File: config.mk
export PLATFORM = sky130hd
export DESIGN_NAME = vram_write_ctrl
export DESIGN_NICKNAME = d
export VERILOG_FILES = /design/src/rtl/vram_write_ctrl.sv
export SDC_FILE = /design/constraint.sdc
export NUM_CORES = 1
export LEC_CHECK = 0
export ABC_AREA = 1
export BUFFER_PORTS_ARGS = -buffer_cell sky130_fd_sc_hd__buf_2
export CORE_UTILIZATION = 48
export CTS_CLUSTER_DIAMETER = 80
export CTS_CLUSTER_SIZE = 8
export DETAILED_ROUTE_END_ITERATION = 8
export PLACE_DENSITY = 0.87
export SLEW_MARGIN = 20
export SYNTH_ARGS = -nofsm -noshare
export SYNTH_HDL_FRONTEND = slang
export SYNTH_SLANG_ARGS = --single-unit
File: constraint.sdc
create_clock -name clk -period 1.55 [get_ports clk]
set_input_delay 0.2325 -clock clk [delete_from_list [all_inputs] [get_ports clk]]
set_output_delay 0.2325 -clock clk [all_outputs]
set_load 0.02 [all_outputs]
File: src/rtl/vram_write_ctrl.sv
// Text VRAM write-port sequencer: boot/software fills arbitrated round-robin
// against single CPU writes, all outputs registered in the MEMORY_CLK domain.
module vram_write_ctrl #(
    parameter int              ADDR_W    = 10,
    parameter int              DATA_W    = 8,
    parameter int              DEPTH     = 1024,
    parameter logic [DATA_W-1:0] FILL_MASK = 8'h7F,
    parameter bit              BOOT_FILL = 1'b1
) (
    input  logic              clk,
    input  logic              rst_n,
    input  logic              fill_start,
    input  logic              fill_mode,
    input  logic [DATA_W-1:0] fill_value,
    output logic              fill_busy,
    output logic              fill_done,
    input  logic              cpu_req,
    input  logic [ADDR_W-1:0] cpu_addr,
    input  logic [DATA_W-1:0] cpu_data,
    output logic              cpu_ack,
    output logic [ADDR_W-1:0] v_ada,
    output logic [DATA_W-1:0] v_din,
    output logic              v_cea
);

    typedef enum logic [0:0] {
        ST_IDLE = 1'b0,
        ST_FILL = 1'b1
    } state_t;

    localparam logic [ADDR_W:0] LAST_IDX = (ADDR_W+1)'(DEPTH - 1);
    localparam logic [ADDR_W:0] IDX_ONE  = (ADDR_W+1)'(1);

    state_t            state_r;
    logic [ADDR_W:0]   fill_idx_r;
    logic [DATA_W-1:0] seed_r;
    logic              mode_r;
    logic              last_grant_r;

    logic              cpu_elig_s;
    logic [DATA_W-1:0] fill_data_s;

    // Incrementing pattern wraps modulo 2^DATA_W before the mask is applied.
    function automatic logic [DATA_W-1:0] fill_pattern(
        input logic              mode,
        input logic [DATA_W-1:0] seed,
        input logic [DATA_W-1:0] idx_lo
    );
        logic [DATA_W-1:0] sum;
        sum = seed + idx_lo;
        if (mode) begin
            fill_pattern = sum & FILL_MASK;
        end else begin
            fill_pattern = seed;
        end
    endfunction

    // Eligibility excludes the ack cycle so one request is never granted twice.
    always_comb begin
        cpu_elig_s  = cpu_req && !cpu_ack;
        fill_data_s = fill_pattern(mode_r, seed_r, fill_idx_r[DATA_W-1:0]);
    end

    // Sequencer/arbiter: at most one registered write per edge.
    always_ff @(posedge clk) begin
        if (!rst_n) begin
            v_ada        <= '0;
            v_din        <= '0;
            v_cea        <= 1'b0;
            cpu_ack      <= 1'b0;
            fill_done    <= 1'b0;
            fill_idx_r   <= '0;
            last_grant_r <= 1'b1;
            mode_r       <= 1'b1;
            seed_r       <= '0;
            state_r      <= BOOT_FILL ? ST_FILL : ST_IDLE;
            fill_busy    <= BOOT_FILL;
        end else begin
            v_cea     <= 1'b0;
            cpu_ack   <= 1'b0;
            fill_done <= 1'b0;
            case (state_r)
                ST_IDLE: begin
                    if (cpu_elig_s) begin
                        v_ada        <= cpu_addr;
                        v_din        <= cpu_data;
                        v_cea        <= 1'b1;
                        cpu_ack      <= 1'b1;
                        last_grant_r <= 1'b1;
                    end
                    if (fill_start) begin
                        state_r    <= ST_FILL;
                        fill_idx_r <= '0;
                        mode_r     <= fill_mode;
                        seed_r     <= fill_value;
                        fill_busy  <= 1'b1;
                    end else begin
                        fill_busy  <= 1'b0;
                    end
                end
                ST_FILL: begin
                    // busy stays set through the cycle that carries the last write
                    fill_busy <= 1'b1;
                    if (cpu_elig_s && !last_grant_r) begin
                        v_ada        <= cpu_addr;
                        v_din        <= cpu_data;
                        v_cea        <= 1'b1;
                        cpu_ack      <= 1'b1;
                        last_grant_r <= 1'b1;
                    end else begin
                        v_ada        <= fill_idx_r[ADDR_W-1:0];
                        v_din        <= fill_data_s;
                        v_cea        <= 1'b1;
                        fill_idx_r   <= fill_idx_r + IDX_ONE;
                        last_grant_r <= 1'b0;
                        if (fill_idx_r == LAST_IDX) begin
                            fill_done <= 1'b1;
                            state_r   <= ST_IDLE;
                        end else begin
                            state_r   <= ST_FILL;
                        end
                    end
                end
                default: begin
                    state_r   <= ST_IDLE;
                    fill_busy <= 1'b0;
                end
            endcase
        end
    end

endmodule

## Word level (Yosys, flattened, before mapping)

Cells that the tools add are included.

- Register bits: 44
- Bits in latches: 0
- RAM bits: 0
- Memory bits (read-only): 0
- Input bits: 31
- Output and inout port bits: 22
- Word-level logic and storage cells: 48
- Memories: 0

- Add/subtract/negate cells: 2
- Multiply operators: 0
- Divide/modulo/power cells: 0
- $lt $le $gt $ge: 0
- Equal/unequal tests: 4
- Shift operators: 0
- Multiplexer cells: 22
- Bitwise operators: 2
- Reductions and logical operators: 7

Operators with widths:

| operator | number |
|---|---|
| 2-to-1 mux 8 bit | 3 |
| 2-to-1 mux 11 bit | 2 |
| one-hot mux 11 bit (2 select lines) | 1 |
| 2-to-1 mux 10 bit | 2 |
| one-hot mux 10 bit (2 select lines) | 1 |
| one-hot mux 8 bit (2 select lines) | 1 |
| adder 11 x 1 -> 11 bit (second input constant) | 1 |
| == test 11 x 10 -> 1 bit (second input constant) | 1 |
| one-hot mux 1 bit (2 select lines) | 5 |
| adder 7 bit | 1 |
| 2-to-1 mux 1 bit | 7 |
| inequality test 2 bit (second input constant) | 3 |
| AND reduction 2 bit | 2 |
| OR reduction 3 bit | 1 |
| logical AND 1 bit | 2 |
| zero test 1 bit | 2 |
| NOT 1 bit | 2 |

## Logic depth before layout (Yosys ltp)

Gate-level depths: netlist (run 1).

- Depth in word-level cells: 5
- Gate-level depth with buffers: 10
- Depth with buffers taken out: 10

## Worst setup path after synthesis (run 1)

OpenSTA, ideal clock, no wires.

- Kind: register -> register
- Start: register fill_idx_r[0]
- End: register v_din[4]
- Setup time: 119 ps
- Arrival: 1379 ps
- Required time: 1431 ps
- Setup slack: 52 ps
- Stages on the path, launching flop included: 10
- Buffers on the path: 0
- Clock period less this slack: 1498 ps
- Cell sequence: dfxtp_1 ha_1 inv_1 fa_1 inv_1 nand3_1 nand3_1 nand3_1 nand2_1 nand3_1

- Longest elaborated chain between the ends: 4

RTL lines:

| item | RTL line | text |
|---|---|---|
| start: declaration | 35 | `logic [ADDR_W:0] fill_idx_r;` |
| start signal: assignment | 114 | `fill_idx_r <= fill_idx_r + IDX_ONE;` |
| adder 7 bit | 50 | `sum = seed + idx_lo;` |
| 2-to-1 mux 8 bit | 51 | `if (mode) begin` |
| 2-to-1 mux 8 bit | 104 | `if (cpu_elig_s && !last_grant_r) begin` |
| one-hot mux 8 bit (2 select lines) | 82 | `case (state_r)` |
| end signal: assignment | 86 | `v_din <= cpu_data;` |
| end signal: assignment | 106 | `v_din <= cpu_data;` |
| end signal: assignment | 112 | `v_din <= fill_data_s;` |
| end: declaration | 22 | `output logic [DATA_W-1:0] v_din,` |

No other way between the ends.
A chain may end at the register's enable or synchronous reset.

## Final worst setup path (run 1)

- Start: register fill_idx_r[0]
- End: register fill_idx_r[10]

- Longest elaborated chain between the ends: 3

RTL lines:

| item | RTL line |
|---|---|
| adder 11 x 1 -> 11 bit | 114 |
| 2-to-1 mux 11 bit | 104 |
| one-hot mux 11 bit (2 select lines) | 82 |

No other way between the ends. The select of a mux whose other input is x is not followed.

==> impl_results.md, run 1 <==
* Status: completed
* Initial DRC count at 193
* Final wirelength at ~5500 um
* Initial antenna violation count at 0
* Root buffer cell: clkbuf_8
* RSZ-0062 raised after global routing: true
* Slew margin rel. at between 70% and 80%
* Worst path arrival time at between 1.5 and 2 ns
* Clk buf depth at 2
* Syn_area_per_cell at 6.92 sq um
* Period utilization at a little over nine tenths
* Synth Warn # at 0
* Core region area at 0.00441 sq mm
* Sequential fraction of the synthesis area at 39.3%
* Critical path fanouts, max at 3
* IO Port Bufs at between 50 and 60
* Clock sink total at 44
* CTS tree: yes
* Pre-Repair DR Iteration Count at 6
* Clk slew on worst S/H paths at 0.08 ns
* Avg WL per Cell at 12.7 um
* Layout cell share with drive strength beyond 1 at ~25%
* H-tree Lvls at 2
* Hold WC Path Type: input pin to flop
* Crit path kind: flop to flop
* Maximum VDD drop at around 0.00032 V
* Drt drc at 0
* Final instance area at 0.00274 sq mm
* Most common cell after layout, fill and taps aside: nand2_1
* Die width at around 70 um
* Row cnt at 24
* Syn nets at 363
* Clock Latency Late Sink at ~0.30 ns
* Max-cap violations at 0
* Pre-CTS WS at -0.0232 ns
* P&R area growth vs syn at 22.4%
* Minimum clock period at roughly 1.5 ns
* Die ar. at 0.00495 sq mm
* Post-synth EDFFs at 0
* Max-slew violation count at 0
* Post-Syn Area at 0.00224 sq mm
* Worst Setup End Kind: flop
* Nets at between 400 and 500
* Vias at ~2300
* Worst-margin pin slew at between 0.3 and 0.4 ns
* All-Layer GR Usage at 22.9%
* Share of synthesized registers carrying an async set or reset at 0%
* Placed instance area at ~0.0026 sq mm
* Final WS setup at 0.0564 ns
* Dpl hpwl at about 4000 um
* Commonest non-fill, non-tap cells in the layout: nand2_1 (98), buf_2 (52), dfxtp_1 (40)
* Cts bufs inserted at 5
* Die Height at 70.3 um
* Via/cell ratio at about 5.3
* Clock Skew at 0.00669 ns
* Startpoint types: flop
* # hold bufs at CTS at 0
* Data required, critical path at 1.78 ns
* PD cells at between 800 and 900 mW/mm^2
* Fmax at 670 MHz
* Fillers at ~380
* ANT nets after route at 0
* Final Hold Vio Count at 0
* Total power at approximately 2.3 mW
* Global-route wire length before repair at about 8900 um
* Yosys cell types at 30
* Initial Util at 50.8%
* IO Count at 53
* Endpoints failing setup at 0
* GRT Residual Overflow at 0
* Post-synthesis register bit count at 44
* Largest net degree at the start of global routing at 29
* Post-Syn Instances at around 320
* Vias in the first global route at 2014
* Most common flop cell mapped by yosys: dfxtp_1
* Ant. Diodes at 0
* GP Congestion at roughly 0.85
* Leak Pwr at 1.35 nW
* TNS Setup at 0 ns
worst max-delay path: stages, from the launching register on:
cell and delay [ns]:
dfxtp_2 0.36, buf_4 0.14, ha_4 0.14, nand2_2 0.07, nor2_4 0.11, nand4_1 0.14
nor3_2 0.28, nand2_1 0.10, o21ai_1 0.08
timing repair:
| item | CTS | global route |
|---|---|---|
| endpoints found under the hold margin | 0 | 0 |
| setup buffers | 0 | 2 |
| endpoints found under the setup margin | 1 | 4 |
| gates resized for setup | 1 | 14 |
| pin swaps | 0 | 6 |
cell families (layout without fill, tap and decap cells):
| kind of cell | Yosys count | after routing | synth area share (%) |
|---|---|---|---|
| simple gates | 158 | 158 | 30.2 |
| compound gates | 66 | 66 | 16.0 |
| buf+inv | 47 | 108 | 9.32 |
| flops | 44 | 44 | 39.3 |
| fa+ha+maj | 8 | 8 | 4.80 |
| xor+xnor | 1 | 1 | 0.391 |
final timing paths:
path | start | endpoint | slack (ns) | depth (start not counted)
worst max-delay path | fill_idx_r[0]$_SDFFE_PN0P_ | fill_idx_r[10]$_SDFFE_PN0P_ | 0.06 | 8
worst min-delay path | fill_mode | mode_r$_SDFFE_PN1P_ | 0.14 | 3
worst min register to register | v_ada[1]$_SDFFE_PN0P_ | v_ada[1]$_SDFFE_PN0P_ | 0.45 | 2
worst max register to register | fill_idx_r[0]$_SDFFE_PN0P_ | fill_idx_r[10]$_SDFFE_PN0P_ | 0.06 | 8
state kept, by name (all words and copies together), names as in the netlist, 8 cells and up:
name,count
v_ada,10
v_din,8
fill_idx_r,11
seed_r,8
layer usage:
layer  up-vias  global-route usage, %  wire length (um)
met5         -                      0                 0
met4         0                   11.3               165
met3        16                   6.20               484
met2       109                   38.1              2640
met1      1036                   26.8              2250
li1       1170                      -                 -
cells in the mapped netlist (3+ instances only):
cell	number	area share (%)
o211ai_1	3	1.0
o21ai_1	8	1.8
nand4_1	7	2.0
a21oi_1	15	3.3
inv_2	3	0.50
inv_1	33	5.5
ha_1	7	3.9
a21boi_0	3	1.0
nand3_1	17	3.8
o21ai_0	33	7.4
nand2_1	99	17
nor2_1	28	4.7
dfxtp_1	44	39
metrics by stage:
step,util [%],hold WS [ns],std cells
final,62.2,0.143,437
after global routing,62.2,0.142,437
after CTS,60.9,0.145,435
after detailed placement,58.6,0.440,429
after global placement,58.6,0.433,429
after floorplan,-,0.315,324
power by group:
group | internal, mW | total, mW | switching (mW)
combinational | 0.101 | 0.262 | 0.161
sequential | 1.17 | 1.19 | 0.0239
clock | 0.462 | 0.827 | 0.365
cell type report:
| class | instances | area (sq um) | share of cell area [%] |
|---|---|---|---|
| sequential | 44 | 886 | 32.3 |
| timing repair buffer | 65 | 358 | 13.0 |
| clock buffer | 5 | 68.8 | 2.51 |
| multi-input combinational | 233 | 1190 | 43.5 |
| clock inverter | 1 | 30.0 | 1.09 |
| tap | 52 | 65.1 | 2.37 |
| inverter | 37 | 144 | 5.24 |
Power figures use the tool's default switching activity.
==> run 2, diff against run 1 <==
Settings changed: ABC_AREA 1 to not set, PLACE_DENSITY 0.87 to 0.88.
==> impl_results.md, run 2 <==
* Clock Latency Late Sink at about 0.31 ns
* Yosys cell types at 54
* Initial antenna violation count at 0
* Commonest cells post-synth: dfxtp_1 (44), nand2_1 (41), o21ai_0 (25), nor2_1 (15), mux2i_1 (14)
* Sequential fraction of the synthesis area at between 30 and 40%
* Syn nets at between 200 and 300
* Endpoints failing setup at 6
* Worst path arrival time at 1.98 ns
* Worst-margin pin slew at 0.455 ns
* Synth Warn # at 0
* GRT Residual Overflow at 0
* Final Hold Vio Count at 0
* Data required, critical path at around 1.7 ns
* All-Layer GR Usage at 25.4%
* Share of synthesized registers carrying an async set or reset at 0%
* P&R area growth vs syn at 33.4%
* Worst Setup End Kind: flop
* # hold bufs at CTS at 0
* CP top delay family: compound AO/OA/AOI/OAI gates
* Vias at about 2300
* Core region area at about 0.0044 sq mm
* Clk buf depth at 2
* Max-cap violations at 0
* Crit path buf inv count at 1
* Global-route wire length before repair at slightly below 10000 um
* Die ar. at between 0.004 and 0.005 sq mm
* Fillers at a little over 300
* Syn_area_per_cell at slightly below 9 sq um
* Cts bufs inserted at 5
* Most instantiated library cell after synthesis: dfxtp_1
* Nets at roughly 380
* Root buffer cell: clkbuf_8
* Top reg by flops: fill_idx_r
* Slowest cell on the critical path: dfxtp_4
* Critical path fanouts, max at 3
* Dpl hpwl at slightly above 4000 um
* Status: finished with violations
* Placed Instances at 371
* Commonest non-fill, non-tap cells in the layout: buf_2 (52), nand2_1 (41), dfxtp_1 (35)
* Layout cell share with drive strength beyond 1 at around 38%
* Vias in the first global route at between 2000 and 2500
* Clk slew on worst S/H paths at 0.08 ns
* ANT nets after route at 0
* Max-slew violation count at 0
* Clock Skew at between 0.008 and 0.009 ns
* Max FFs per register at 11
* Die width at roughly 70 um
* H-tree Lvls at 2
* Minimum clock period at around 1.8 ns
* Final wirelength at around 7000 um
* Die Height at around 70 um
* Clock sink total at 44
* Fmax at 556 MHz
* Fin Hold WS at about 0.13 ns
* Failing checks: setup timing
* RSZ-0062 raised after global routing: true
* Final core occ at between 60% and 70%
* Pre-Repair DR Iteration Count at 5
* IO Port Bufs at 52
* Initial Util at 50.3%
* Post-synth EDFFs at 0
* Final Non-Filler Cells at a little under 400
* Slew margin rel. at 69.3%
* Avg WL per Cell at roughly 18 um
* CTS tree: yes
* Post-Syn Area at around 0.0022 sq mm
* Post-synthesis register bit count at 44
* Most common flop cell mapped by yosys: dfxtp_1
* Total power at ~2.3 mW
* Most common cell after layout, fill and taps aside: buf_2
* Pre-CTS WS at -0.220 ns
* GP Congestion at about 0.83
* Via/cell ratio at 6.04
* Row cnt at 24
* Crit path kind: flop to flop
* Leak Pwr at roughly 1.3 nW
* PD cells at approximately 760 mW/mm^2
* Ant. Diodes at 0
* Maximum VDD drop at 0.000387 V
* Top post-synthesis cells by area: dfxtp_1 (40%), nand2_1 (6.9%), mux2i_1 (6.3%), o21ai_0 (5.6%), ha_1 (3.9%)
* Hold WC Path Type: input pin to flop
* Cell accounting for the most synthesized area: dfxtp_1
* Period utilization at 116%
* IO Count at 53
* Slowest Stage Delay on Critical Path at 0.36 ns
* Largest net degree at the start of global routing at 16
* Post-Syn Instances at 256
* Synth top area share at 39.7%
* Final WS setup at -0.248 ns
* Critical-path cell list: ha_4 -> inv_2 -> fa_2 -> nor2b_4 -> o311a_1 -> a211oi_2 -> xor2_1 -> o21ai_1
* Top Registers: fill_idx_r x11, v_ada x10
* Initial DRC count at approximately 300
* Startpoint types: flop
* Drt drc at 0
==> run 2: cell types whose count changed after synthesis, moves of 6 or more <==
cell and delta:
mux2i_1 +14, a21boi_0 +6, o21ai_0 -8, nand2_1 -58
nor2_1 -13, inv_1 -28, o21ai_1 -7
==> run 2: where the power goes <==
group,internal (mW),switching (mW),total [mW]
sequential,1.16,0.0191,1.18
combinational,0.148,0.175,0.324
clock,0.364,0.389,0.753
==> run 2: routing by layer <==
layer  GRT usage, %  wire length, um  part of all wire (%)
met1           30.7             2610                    38
met2           42.4             3350                    49
met3           6.06              577                   8.4
met4           12.0              369                   5.3
met5              0                0                     0
==> run 2: final cells by class <==
| cell class | count | area (sq um) | area share, % |
|---|---|---|---|
| Multi-Input combinational cell | 195 | 1350 | 45.6 |
| Sequential cell | 44 | 895 | 30.2 |
| Timing Repair Buffer | 85 | 541 | 18.3 |
| Clock buffer | 8 | 90.1 | 3.04 |
| Tap cell | 52 | 65.1 | 2.20 |
| Inverter | 5 | 18.8 | 0.634 |
==> run 2: through the flow <==
step,TNS [ns],cell area [sq um]
finish,-0.811,2960
global route,-1.15,2960
CTS,-0.228,2840
detailed placement,-0.331,2700
global placement,-0.144,2700
floorplan,-0.138,2250
==> run 2: worst reg2reg max path, stage by stage (launching register included) <==
cell      delay [ns]
dfxtp_4         0.36
ha_4            0.16
inv_2           0.06
fa_2            0.23
nor2b_4         0.06
o311a_1         0.29
a211oi_2        0.21
xor2_1          0.21
o21ai_1         0.11
==> run 2: path summary, 6_finish.rpt <==
path | from | to | slack (ns) | cells after the start
setup / recovery | fill_idx_r[0]$_SDFFE_PN0P_ | v_din[6]$_SDFFE_PN0P_ | -0.25 | 8
hold / removal | fill_mode | mode_r$_SDFFE_PN1P_ | 0.13 | 3
setup reg to reg | fill_idx_r[0]$_SDFFE_PN0P_ | v_din[6]$_SDFFE_PN0P_ | -0.25 | 8
hold reg to reg | v_din[1]$_SDFFE_PN0P_ | v_din[1]$_SDFFE_PN0P_ | 0.45 | 2
==> run 2: cells by family after synthesis <==
kind of cell	synth area share [%]
compound gates	19.5
simple gates	23.7
xor+xnor	1.18
buf+inv	4.74
mux	6.31
fa+ha+maj	4.85
flops	39.7
==> run 2: timing repair <==
action	4_1_cts	5_1_grt
endpoints found under the hold margin	0	0
gates cloned	0	1
buffers inserted	1	9
pin swaps	6	9
gates resized for setup	11	16
setup endpoints to repair	7	21
==> run 3, diff against run 2 <==
Settings changed: CORE_MARGIN set to 2, PLACE_DENSITY 0.88 to not set, PLACE_DENSITY_LB_ADDON set to 0.12.
==> impl_results.md, run 3 (synthesis results as in run 2) <==
* Via/cell ratio at roughly 5.3
* Initial antenna violation count at 0
* Dpl hpwl at between 4000 and 5000 um
* Hold Startpoint: fill_mode
* Initial Util at between 50% and 60%
* Worst Setup End Kind: flop
* Initial DRC count at between 90 and 100
* Max-cap violations at 0
* RSZ-0062 raised after global routing: true
* CTS tree: yes
* Slew margin rel. at between 70 and 80%
* Final wirelength at about 5600 um
* Global-route wire length before repair at between 9000 and 10000 um
* Cts bufs inserted at 5
* # hold bufs at CTS at 0
* Ant. Diodes at 0
* H-tree Lvls at 2
* All-Layer GR Usage at 22.5%
* Final WS setup at -0.162 ns
* Clk slew on worst S/H paths at 0.08 ns
* Most common cell after layout, fill and taps aside: buf_2
* Top reg by flops: fill_idx_r
* Fin Hold WS at 0.141 ns
* Max FFs per register at 11
* IO Count at 53
* Sink of the worst hold path: mode_r$_SDFFE_PN1P_
* Total power at 2.23 mW
* Pre-CTS WS at -0.201 ns
* Die width at 72 um
* Avg WL per Cell at between 10 and 15 um
* R2r worst-path depth at 8
* Status: finished with violations
* Die Height at between 70 and 80 um
* P&R area growth vs syn at 31.9%
* Period utilization at 110%
* Reg-to-reg startpoint: fill_idx_r[0]$_SDFFE_PN0P_
* Nets at roughly 380
* Minimum clock period at approximately 1.7 ns
* Leak Pwr at 1.32 nW
* Pre-Repair DR Iteration Count at 4
* Vias in the first global route at around 1900
* Final Hold Vio Count at 0
* Hold WC Path Type: input pin to flop
* R2r endpoint: v_din[6]$_SDFFE_PN0P_
* Layout cell share with drive strength beyond 1 at 37.3%
* Hold path cells at 3
* Endpoints failing setup at 3
* Vias at between 2000 and 2500
* Maximum VDD drop at between 0.0004 and 0.0005 V
* IO Port Bufs at 52
* Row cnt at 24
* Core region area at around 0.0044 sq mm
* PD cells at ~760 mW/mm^2
* Crit path kind: flop to flop
* Reg2Reg Setup Slack at -0.16 ns
* Fillers at 395
* Data required, critical path at approximately 1.7 ns
* Largest net degree at the start of global routing at 23
* Die ar. at 0.00518 sq mm
* Clock Skew at 0.00861 ns
* Clock Latency Late Sink at roughly 0.30 ns
* Drt drc at 0
* Worst path arrival time at around 1.9 ns
* ANT nets after route at 0
* Max-slew violation count at 0
* Commonest non-fill, non-tap cells in the layout: buf_2 (52), nand2_1 (41), dfxtp_1 (37)
* TNS Setup at -0.207 ns
* Critical path fanouts, max at 3
* GP Congestion at roughly 0.95
* GRT Residual Overflow at 0
* Top Registers: fill_idx_r x11, v_ada x10
* Worst-margin pin slew at 0.434 ns
* Clk buf depth at 2
* Fmax at ~600 MHz
* Startpoint types: flop
* Failing checks: setup timing
* Clock sink total at 44
* Root buffer cell: clkbuf_8
==> run 3: routing by layer <==
layer | global-route usage (%) | up-vias | wire [um]
met2 | 34.6 | 41 | 2540
met4 | 7.76 | 0 | 93
li1 | - | 1062 | -
met5 | 0 | - | 0
met3 | 3.61 | 8 | 201
met1 | 32.2 | 953 | 2810
==> run 3: cell type report <==
type | instances | area [sq um] | share of cell area [%]
multi-input combinational | 194 | 1320 | 45.2
inverter | 5 | 18.8 | 0.641
clock inverter | 2 | 10.0 | 0.342
sequential | 44 | 892 | 30.5
clock buffer | 6 | 82.6 | 2.82
timing repair buffer | 87 | 536 | 18.3
tap | 52 | 65.1 | 2.22
==> run 3: through the flow <==
step           std cells  utilization [%]  instance area [sq um]
6_report             390             66.3                   2930
5_1_grt              390             66.3                   2930
4_1_cts              386             64.7                   2860
3_5_place_dp         378             62.0                   2740
3_3_place_gp         378             62.0                   2740
2_1_floorplan        256                -                   2250
==> run 3: power breakdown <==
group          internal [mW]  total [mW]  switching, mW
registers               1.16        1.18         0.0169
logic                  0.138       0.293          0.155
clock network          0.356       0.762          0.405
==> run 3: worst max-delay path by stage <==
stage / from / end / cells after the start
floorplan: fill_idx_r[0]$_SDFFE_PN0P_ / v_din[6]$_SDFFE_PN0P_ / 8
global placement: seed_r[0]$_SDFFE_PN0P_ / v_din[6]$_SDFFE_PN0P_ / 8
detailed placement: seed_r[0]$_SDFFE_PN0P_ / v_din[6]$_SDFFE_PN0P_ / 8
CTS: fill_idx_r[0]$_SDFFE_PN0P_ / v_din[6]$_SDFFE_PN0P_ / 8
global route: seed_r[0]$_SDFFE_PN0P_ / v_din[6]$_SDFFE_PN0P_ / 8
finish: fill_idx_r[0]$_SDFFE_PN0P_ / v_din[6]$_SDFFE_PN0P_ / 8
==> run 3: repair_timing <==
| action | CTS | global route |
|---|---|---|
| buffers inserted | 0 | 4 |
| gates cloned | 0 | 0 |
| endpoints found under the setup margin | 5 | 21 |
| pin swaps | 4 | 6 |
| gates resized for setup | 6 | 10 |
==> run 3: worst max-delay path: stages (launching register included) <==
cell,delay [ns]
dfxtp_4,0.35
ha_4,0.15
inv_2,0.05
fa_2,0.22
nor2b_4,0.05
o311a_1,0.30
a211oi_2,0.22
xor2_1,0.18
o21ai_1,0.07
